## config.mk

```make
export PLATFORM = sky130hd
export DESIGN_NAME = sparse_chunk_sram_writer
export DESIGN_NICKNAME = d
export VERILOG_FILES = /design/src/rtl/sparse_chunk_sram_writer.sv
export SDC_FILE = /design/constraint.sdc
export NUM_CORES = 1
export LEC_CHECK = 0
export ABC_AREA = 1
export BUFFER_PORTS_ARGS = -buffer_cell sky130_fd_sc_hd__buf_2
export CORE_AREA = 2 2 240 242
export DETAILED_ROUTE_END_ITERATION = 10
export DIE_AREA = 0 0 242 244
export GPL_ROUTABILITY_DRIVEN = 0
export PLACE_DENSITY = 0.5
export SLEW_MARGIN = 20
export SYNTH_ARGS = -nofsm -noshare
export SYNTH_HDL_FRONTEND = slang
export SYNTH_SLANG_ARGS = --single-unit
```

## constraint.sdc

```tcl
create_clock -name clk_i -period 14.55 [get_ports clk_i]
set_clock_uncertainty 0.1 [all_clocks]
set_input_delay 2.1825 -clock clk_i [delete_from_list [all_inputs] [get_ports clk_i]]
set_output_delay 2.1825 -clock clk_i [all_outputs]
set_load 0.01 [all_outputs]
```

## src/rtl/sparse_chunk_sram_writer.sv

```systemverilog
`default_nettype none
// ============================================================================
// Module   : sparse_chunk_sram_writer
// Brief    : Write-side controller between the sparse IFM/filter bus
//            generator and one chunk SRAM. Maps {chunk, beat} to an SRAM
//            address, checks beat sequencing, counts nonzeros per chunk and
//            emits a one-cycle chunk-done record for the compute side.
// Options  : SCW_NZ_TRIM_EN - zero data lanes at index >= popcount(map)
// Revision : 1.0 - initial release
// ============================================================================
module sparse_chunk_sram_writer #(
    parameter int BUS_W     = 32,
    parameter int DAT_W     = 8,
    parameter int CYC_NUM   = 9,
    parameter int CHUNK_NUM = 16
) (
    input  logic                                 clk_i,
    input  logic                                 rst_i,
    input  logic                                 wr_valid_i,
    input  logic [BUS_W-1:0]                     wr_sparsemap_i,
    input  logic [BUS_W*DAT_W-1:0]               wr_nonzero_data_i,
    input  logic [$clog2(CYC_NUM)-1:0]           wr_dat_count_i,
    input  logic [$clog2(CHUNK_NUM)-1:0]         wr_chunk_count_i,
    output logic                                 sram_wr_en_o,
    output logic [$clog2(CHUNK_NUM*CYC_NUM)-1:0] sram_wr_addr_o,
    output logic [BUS_W-1:0]                     sram_wr_map_o,
    output logic [BUS_W*DAT_W-1:0]               sram_wr_data_o,
    output logic                                 chunk_done_o,
    output logic [$clog2(CHUNK_NUM)-1:0]         chunk_id_o,
    output logic [$clog2(CYC_NUM):0]             chunk_beats_o,
    output logic [$clog2(BUS_W*CYC_NUM+1)-1:0]   chunk_nz_cnt_o,
    output logic                                 seq_err_o
);

    localparam int c_CW = $clog2(CYC_NUM);
    localparam int c_KW = $clog2(CHUNK_NUM);
    localparam int c_AW = $clog2(CHUNK_NUM * CYC_NUM);
    localparam int c_NW = $clog2(BUS_W * CYC_NUM + 1);
    localparam int c_PW = $clog2(BUS_W + 1);

    localparam logic [c_CW:0]   c_CYC_B = (c_CW + 1)'(CYC_NUM);
    localparam logic [c_AW-1:0] c_CYC_A = c_AW'(CYC_NUM);

    typedef enum logic [0:0] {
        S_IDLE = 1'b0,
        S_FILL = 1'b1
    } state_t;

    state_t              r_state;
    logic [c_KW-1:0]     r_open_id;
    logic [c_CW-1:0]     r_prev_dat;
    logic [c_CW:0]       r_beats;
    logic [c_NW-1:0]     r_nz;

    logic                w_dat_ok;
    logic                w_chunk_ok;
    logic                w_is_start;
    logic                w_is_next;
    logic                w_legal;
    logic                w_switch;
    logic [c_PW-1:0]     w_pop;
    logic [c_CW:0]       w_new_beats;
    logic [c_NW-1:0]     w_new_nz;
    logic [c_AW-1:0]     w_addr;
    logic [BUS_W*DAT_W-1:0] w_data;

    // Range checks collapse to constant-true when the index port cannot
    // encode an out-of-range value.
    generate
        if ((1 << c_CW) == CYC_NUM) begin : g_dat_full
            assign w_dat_ok = 1'b1;
        end else begin : g_dat_lim
            assign w_dat_ok = ({1'b0, wr_dat_count_i} < c_CYC_B);
        end
        if ((1 << c_KW) == CHUNK_NUM) begin : g_chunk_full
            assign w_chunk_ok = 1'b1;
        end else begin : g_chunk_lim
            localparam logic [c_KW:0] c_CHK_B = (c_KW + 1)'(CHUNK_NUM);
            assign w_chunk_ok = ({1'b0, wr_chunk_count_i} < c_CHK_B);
        end
    endgenerate

    // Popcount of the incoming sparsemap: nonzero lanes carried by this beat.
    always_comb begin
        w_pop = '0;
        for (int i = 0; i < BUS_W; i++) begin
            w_pop = w_pop + c_PW'(wr_sparsemap_i[i]);
        end
    end

`ifdef SCW_NZ_TRIM_EN
    // Lanes past the nonzero count carry no payload; force them to zero.
    generate
        for (genvar i = 0; i < BUS_W; i++) begin : g_trim
            localparam logic [c_PW-1:0] c_IDX = c_PW'(i);
            assign w_data[i*DAT_W +: DAT_W] = (c_IDX < w_pop) ?
                                              wr_nonzero_data_i[i*DAT_W +: DAT_W] : '0;
        end
    endgenerate
`else
    assign w_data = wr_nonzero_data_i;
`endif

    // dat_count==0 always opens a chunk; otherwise the beat must continue
    // the open chunk with the next index.
    assign w_is_start  = (wr_dat_count_i == '0);
    assign w_is_next   = (r_state == S_FILL) &&
                         (wr_chunk_count_i == r_open_id) &&
                         (wr_dat_count_i == r_prev_dat + c_CW'(1));
    assign w_legal     = w_dat_ok && w_chunk_ok && (w_is_start || w_is_next);
    assign w_switch    = (r_state == S_FILL) && w_is_start;
    assign w_new_beats = w_is_start ? (c_CW + 1)'(1) : r_beats + (c_CW + 1)'(1);
    assign w_new_nz    = (w_is_start ? '0 : r_nz) + c_NW'(w_pop);
    assign w_addr      = c_AW'(wr_chunk_count_i) * c_CYC_A + c_AW'(wr_dat_count_i);

    // Chunk FSM, SRAM write port and chunk-done record, all registered.
    always_ff @(posedge clk_i) begin
        if (!rst_i) begin
            r_state        <= S_IDLE;
            r_open_id      <= '0;
            r_prev_dat     <= '0;
            r_beats        <= '0;
            r_nz           <= '0;
            sram_wr_en_o   <= 1'b0;
            sram_wr_addr_o <= '0;
            sram_wr_map_o  <= '0;
            sram_wr_data_o <= '0;
            chunk_done_o   <= 1'b0;
            chunk_id_o     <= '0;
            chunk_beats_o  <= '0;
            chunk_nz_cnt_o <= '0;
            seq_err_o      <= 1'b0;
        end else begin
            sram_wr_en_o <= 1'b0;
            chunk_done_o <= 1'b0;
            if (wr_valid_i) begin
                if (!w_legal) begin
                    seq_err_o <= 1'b1;
                end else begin
                    sram_wr_en_o   <= 1'b1;
                    sram_wr_addr_o <= w_addr;
                    sram_wr_map_o  <= wr_sparsemap_i;
                    sram_wr_data_o <= w_data;
                    // A new chunk started while one was open: report the old one.
                    if (w_switch) begin
                        chunk_done_o   <= 1'b1;
                        chunk_id_o     <= r_open_id;
                        chunk_beats_o  <= r_beats;
                        chunk_nz_cnt_o <= r_nz;
                    end
                    if (w_new_beats == c_CYC_B) begin
                        chunk_done_o   <= 1'b1;
                        chunk_id_o     <= wr_chunk_count_i;
                        chunk_beats_o  <= w_new_beats;
                        chunk_nz_cnt_o <= w_new_nz;
                        r_state        <= S_IDLE;
                        r_beats        <= '0;
                        r_nz           <= '0;
                    end else begin
                        r_state        <= S_FILL;
                        r_open_id      <= wr_chunk_count_i;
                        r_prev_dat     <= wr_dat_count_i;
                        r_beats        <= w_new_beats;
                        r_nz           <= w_new_nz;
                    end
                end
            end else if (r_state == S_FILL) begin
                // Stream gap closes the open chunk.
                chunk_done_o   <= 1'b1;
                chunk_id_o     <= r_open_id;
                chunk_beats_o  <= r_beats;
                chunk_nz_cnt_o <= r_nz;
                r_state        <= S_IDLE;
                r_beats        <= '0;
                r_nz           <= '0;
            end
        end
    end

endmodule
`default_nettype wire

```

After elaboration in Yosys (flattened, before gate mapping)
Cells that the tools add are included.
{"block": "word_totals", "reg_bits": 340, "inputBits": 299, "output_inout_bits": 317, "elab_cells": 103}
{"block": "op_classes", "n_addsub": 35, "mul": 1, "order_cmp": 1, "n_eq_ne": 5, "n_mux": 32, "bitwise_logic": 2, "reduce_logical": 13}
{"operator": "$add 6x1->6", "count": 26}
{"operator": "$mux 9", "count": 10}
{"operator": "$mux 5", "count": 10}
{"operator": "$mux 4", "count": 5}
{"operator": "$add 9x6->9", "count": 1}
{"operator": "$add 8x4->8", "count": 1}
{"operator": "$eq 4x4->1", "count": 2}
{"operator": "$mul 4x4->8 const B", "count": 1}
{"operator": "$reduce_and 2->1", "count": 4}
{"operator": "$mux 1", "count": 7}
{"operator": "$add 5x1->6", "count": 1}
{"operator": "$reduce_and 3->1", "count": 2}
{"operator": "$add 4x1->5", "count": 1}
{"operator": "$add 5x1->5 const B", "count": 1}
{"operator": "$eq 5x4->1 const B", "count": 1}
{"operator": "$add 3x1->4", "count": 1}
{"operator": "$add 4x1->4 const B", "count": 1}
{"operator": "$logic_and 1x1->1", "count": 4}
{"operator": "$logic_not 4->1", "count": 1}
{"operator": "$lt 4x4->1 const B", "count": 1}
{"operator": "$add 2x1->3", "count": 1}
{"operator": "$ne 3x1->1 const B", "count": 1}
{"operator": "$add 1x1->2", "count": 1}
{"operator": "$ne 2x1->1 const B", "count": 1}
{"operator": "3 further kinds", "count": 4}

Logic depth before layout (Yosys ltp)
{"block": "logic_depth", "ltp_word": 35, "ltp_mapped": 23, "ltp_nobuf": 22}

Worst setup path before layout
OpenSTA, ideal clock, no wires.
{"block": "synth_timing", "path_kind": "input to register", "from": "in wr_sparsemap_i[0]", "to": "reg chunk_nz_cnt_o[6]", "setup_time_ps": 64, "t_arrival_ps": 6723, "t_required_ps": 14386, "path_slack_ps": 7663, "path_stages": 16, "n_path_buf": 0, "path_cell_list": "fa_1 > inv_1 > fa_1 > fa_1 > fa_1 > fa_1 > fa_1 > fa_1 > fa_1 > nand3b_1 > nand2_1 > a21oi_1 > xor2_1 > o21ai_0 > nor2_1 > nor2_1"}
{"block": "synth_between", "elab_chain_len": 35}
{"item": "start: declaration", "line": "20", "source": "input logic [BUS_W-1:0] wr_sparsemap_i,"}
{"item": "$add 1x1->2", "line": "87", "source": "w_pop = w_pop + c_PW'(wr_sparsemap_i[i]);"}
{"item": "$add 2x1->3", "line": "87"}
{"item": "$add 3x1->4", "line": "87"}
{"item": "$add 4x1->5", "line": "87"}
{"item": "$add 5x1->6", "line": "87"}
{"item": "$add 6x1->6 (26 in a row)", "line": "87"}
{"item": "$add 9x6->9", "line": "113", "source": "assign w_new_nz = (w_is_start ? '0 : r_nz) + c_NW'(w_pop);"}
{"item": "$mux 9", "line": "151", "source": "if (w_new_beats == c_CYC_B) begin"}
{"item": "$mux 9", "line": "137", "source": "if (!w_legal) begin"}
{"item": "$mux 9", "line": "136", "source": "if (wr_valid_i) begin"}
{"item": "end signal: assignment", "line": "149", "source": "chunk_nz_cnt_o <= r_nz;"}
{"item": "end signal: assignment", "line": "155", "source": "chunk_nz_cnt_o <= w_new_nz;"}
{"item": "end signal: assignment", "line": "172", "source": "chunk_nz_cnt_o <= r_nz;"}
{"item": "end: declaration", "line": "31", "source": "output logic [$clog2(BUS_W*CYC_NUM+1)-1:0] chunk_nz_cnt_o,"}
Every way passes these cells. The select of a mux whose other input is x is not followed.
A chain may end at the register's enable or synchronous reset.

Worst setup path after layout
{"block": "layout_timing", "from": "in wr_dat_count_i[2]", "to": "reg chunk_nz_cnt_o[6]"}
{"block": "layout_between", "elab_chain_len": 6, "elab_cells_between_ends": 17, "cone_classes": "1 x add/sub; 1 x order compare; 4 x eq/ne; 5 x mux; 6 x reduce/logical"}
{"item": "start: declaration", "line": "22", "source": "input logic [$clog2(CYC_NUM)-1:0] wr_dat_count_i,"}
{"item": "$logic_not 4->1 / $eq 4x4->1 (equally long branches)", "line": "106, 109"}
{"item": "$mux 9, or another cell as far along", "line": "113"}
{"item": "$add 9x6->9, or another cell as far along", "line": "113"}
{"item": "$mux 9 / $logic_and 1x1->1 (equally long branches)", "line": "151, 110"}
{"item": "$mux 9 / $ne 2x1->1 (equally long branches)"}
{"item": "$mux 9 / $reduce_and 3->1 (equally long branches)"}
Parallel ways exist; a longest one is shown, timed or not. The select of a mux whose other input is x is not followed.

==> impl_metrics.ini <==
[drt]
top_layer_used = met5
drt.antenna.violating_nets = 0
via_per_inst = 4.348
met3RoutedLength_um = 3426
finalWirelength_um = 50600
wl_per_cell_um = 16.01
wl_met2_um = 24770
first_pass_iters = 5
vias = 13744
drc = 0
drtIter0Drc = 704
drt-met1-wl_um = 20340

[timing]
hold_viol = 0
max_freq_mhz = 144.8
setup-tns-final_ns = 0
slew_violations = 0
worstMarginPinSlew_ns = 1.000
min_period_over_period = 0.4747
layout_min_cycle_time_ns = 6.907
setup_viol = 0
rsz0062_at_grt = no
slew_headroom = 0.3311
hold_slack_ns = 0.3717

[synthesis]
yosysWarnings = 0
synthSimpleGateAreaFrac = 0.2391
synth-main-ff-cell = dfxtp_1
synth-edff-count = 0
async_flop_share = 0
synth_top_family_by_area = simple AND/OR/NAND/NOR gates
synth_top_area_share = 0.4891
yosysTopAreaCell = dfxtp_1
synthCells = 1810
synthTopCellsByArea = dfxtp_1 (49%), nor2_1 (18%), o21ai_0 (10%)
synthXorXnorAreaFrac = 0.003776
synth.area.mux_share = 0
avgSynthCellArea_um2 = 7.688
synth-compound-area-share = 0.1250
synth_cell_types = 35
synthAdderAreaFrac = 0.06402
yosysSeqAreaShare = 0.4891
mappedNetlistArea_um2 = 13920
ys_ff_latch = 340
syn_nets = 2164

[critical_path]
end_kind = flip-flop
worst_path_max_delay_cell = fa_1
crit_top_cell = fa_1
cp.arrival_ns = 7.25
cp_slowest_stage_delay_ns = 0.59
timing.rr.start = r_nz[0]
path_max_fanout = 14
cp_num_buf_inv = 1
reg2reg_setup_slack_ns = 9.60
critPathLaunch = wr_dat_count_i[2]
cp-endpoint = chunk_nz_cnt_o[6]
cp.depth = 18
worstSetupStartpointType = input pin
crit_chain = buf_2 -> nor2_1 -> nand2_1 -> nand2_1 -> fa_1 -> fa_1 -> fa_1 -> fa_1 -> fa_1 -> fa_1 -> fa_1 -> nand3b_1 -> nand2_1 -> a21oi_1 -> xor2_1 -> o21ai_0 -> nor2_1 -> nor2_1
reg2reg_to = chunk_nz_cnt_o[6]
cp_top_family = adder cells
r2r_cells = 15
required_ns = 14.89
criticalPathCategory = in -> reg

[finish]
multiInputGateArea_um2 = 6015
nFillCells = 6185
finish.instance_area_um2 = 18740
final_cell_mix = nor2_1 (653), buf_2 (614), dfxtp_1 (340), o21ai_0 (279), nand2_1 (134)
drive_gt1_frac = 0.2941
seq_area_um2 = 6807
area_growth_pct = 34.69
final_common_cell = nor2_1
layout.nets = 2718

[placement]
dp_hpwl_um = 37450
placed_cell_area_um2 = 17300
port_buffers = 615

[clock_tree]
clockBufferDepth = 3
cts_hold_buf = 0
cts_setup_buffers = 0
cts.sinks = 340
cts_root_buffer = clkbuf_16
htree_levels = 2
clock_latency_ns = 0.55
post_cts_resized = 0
cts_tree = done
clk_pin_slew_ns = 0.06
cts_buffers = 41

[grt]
grt_usage = 0.1620
grt-ovfl-total = 0
antenna_found_initial = 15
grt_max_degree = 128
grt_pass1_wl_um = 75440
first_global_vias = 13020

[die]
core_um2 = 56170
start_util = 0.2478
dieArea_um2 = 59050
num_io_pins = 616
die_x_um = 242
std_cell_rows = 87
die_h_um = 244

[power_and_ir_drop]
power.leakage_uw = 0.009000
vdd.ir_drop.worst_v = 0.00009064
power_density_nw_per_um2 = 132.0
total_power_uw = 2474

[worst_hold_path]
hold_class = reg -> reg

[status]
status = finished, final reports clean

[job]
drv_cap = 0
layer usage:
layer,global-route usage,up-vias
met5,0,-
met4,0.06845,6
met3,0.04587,102
met2,0.2819,456
met1,0.1861,6320
li1,-,6860
logic make-up (layout without fill, tap and decap cells):
family	after synthesis	in the layout
AND/OR/NAND/NOR	848	848
buffers and inverters	217	801
flip-flops	340	340
other	0	11
adder cells (fa/ha/maj)	55	55
AO/OA/AOI/OAI	344	344
XOR/XNOR	6	6
cell type report:
type,instances,area share
clock inverters,16,0.01015
clock buffers,57,0.06328
repair buffers,622,0.1690
inverters,106,0.02163
multi-input cells,1253,0.3209
diodes,11,0.001469
flip-flops and latches,340,0.3632
well taps,756,0.05047
state kept, by name, indices dropped and copies added (netlist names), 5 cells and up:
name and count:
sram_wr_map_o 32, chunk_nz_cnt_o 9, chunk_beats_o 5, sram_wr_addr_o 8
r_nz 9, sram_wr_data_o 256, r_beats 5
cells in the mapped netlist, drive strengths merged, types with 2 or more instances:
cell / instances
a21oi: 19
buf: 50
clkbuf: 61
dfxtp: 340
fa: 27
ha: 28
inv: 106
nand2: 137
nand3: 36
nand3b: 4
nand4: 12
nor2: 656
nor3: 2
o21a: 3
o21ai: 316
o22ai: 3
xor2: 5
worst register-to-register path, stage by stage (launching register included):
cell      delay, ns
dfxtp_1        0.39
nand2_1        0.11
fa_1           0.59
fa_1           0.45
fa_1           0.50
fa_1           0.54
fa_1           0.43
fa_1           0.41
fa_1           0.41
nand3b_1       0.20
nand2_1        0.12
a21oi_1        0.08
xor2_1         0.20
o21ai_0        0.11
nor2_1         0.12
nor2_1         0.06
power breakdown:
group / leakage (uW) / internal (uW) / switching [uW] / total [uW]
clock: 0.000677 / 625 / 416 / 1040
combinational: 0.00557 / 195 / 273 / 468
sequential: 0.00275 / 954 / 11.8 / 966
stage by stage:
| stage | instances | setup slack, ns | utilization |
|---|---|---|---|
| 2_1_floorplan | 1810 | 7.663 | - |
| 4_1_cts | 3149 | 7.639 | 0.3325 |
| 3_3_place_gp | 3076 | 7.147 | 0.3080 |
| 5_1_grt | 3160 | 7.331 | 0.3336 |
| 6_report | 3161 | 7.643 | 0.3337 |
| 3_5_place_dp | 3076 | 7.044 | 0.3080 |
worst min-delay path by stage:
stage / slack (ns) / startpoint / cells past startpoint / to
4_1_cts: 0.37 / sram_wr_addr_o[3] / 2 / sram_wr_addr_o[3]
2_1_floorplan: 0.36 / r_nz[5] / 2 / r_nz[5]
3_5_place_dp: 0.36 / seq_err_o / 2 / seq_err_o
3_3_place_gp: 0.34 / seq_err_o / 2 / seq_err_o
5_1_grt: 0.39 / sram_wr_addr_o[3] / 2 / sram_wr_addr_o[3]
6_report: 0.37 / chunk_beats_o[3] / 2 / chunk_beats_o[3]
Power figures use the tool's default switching activity.
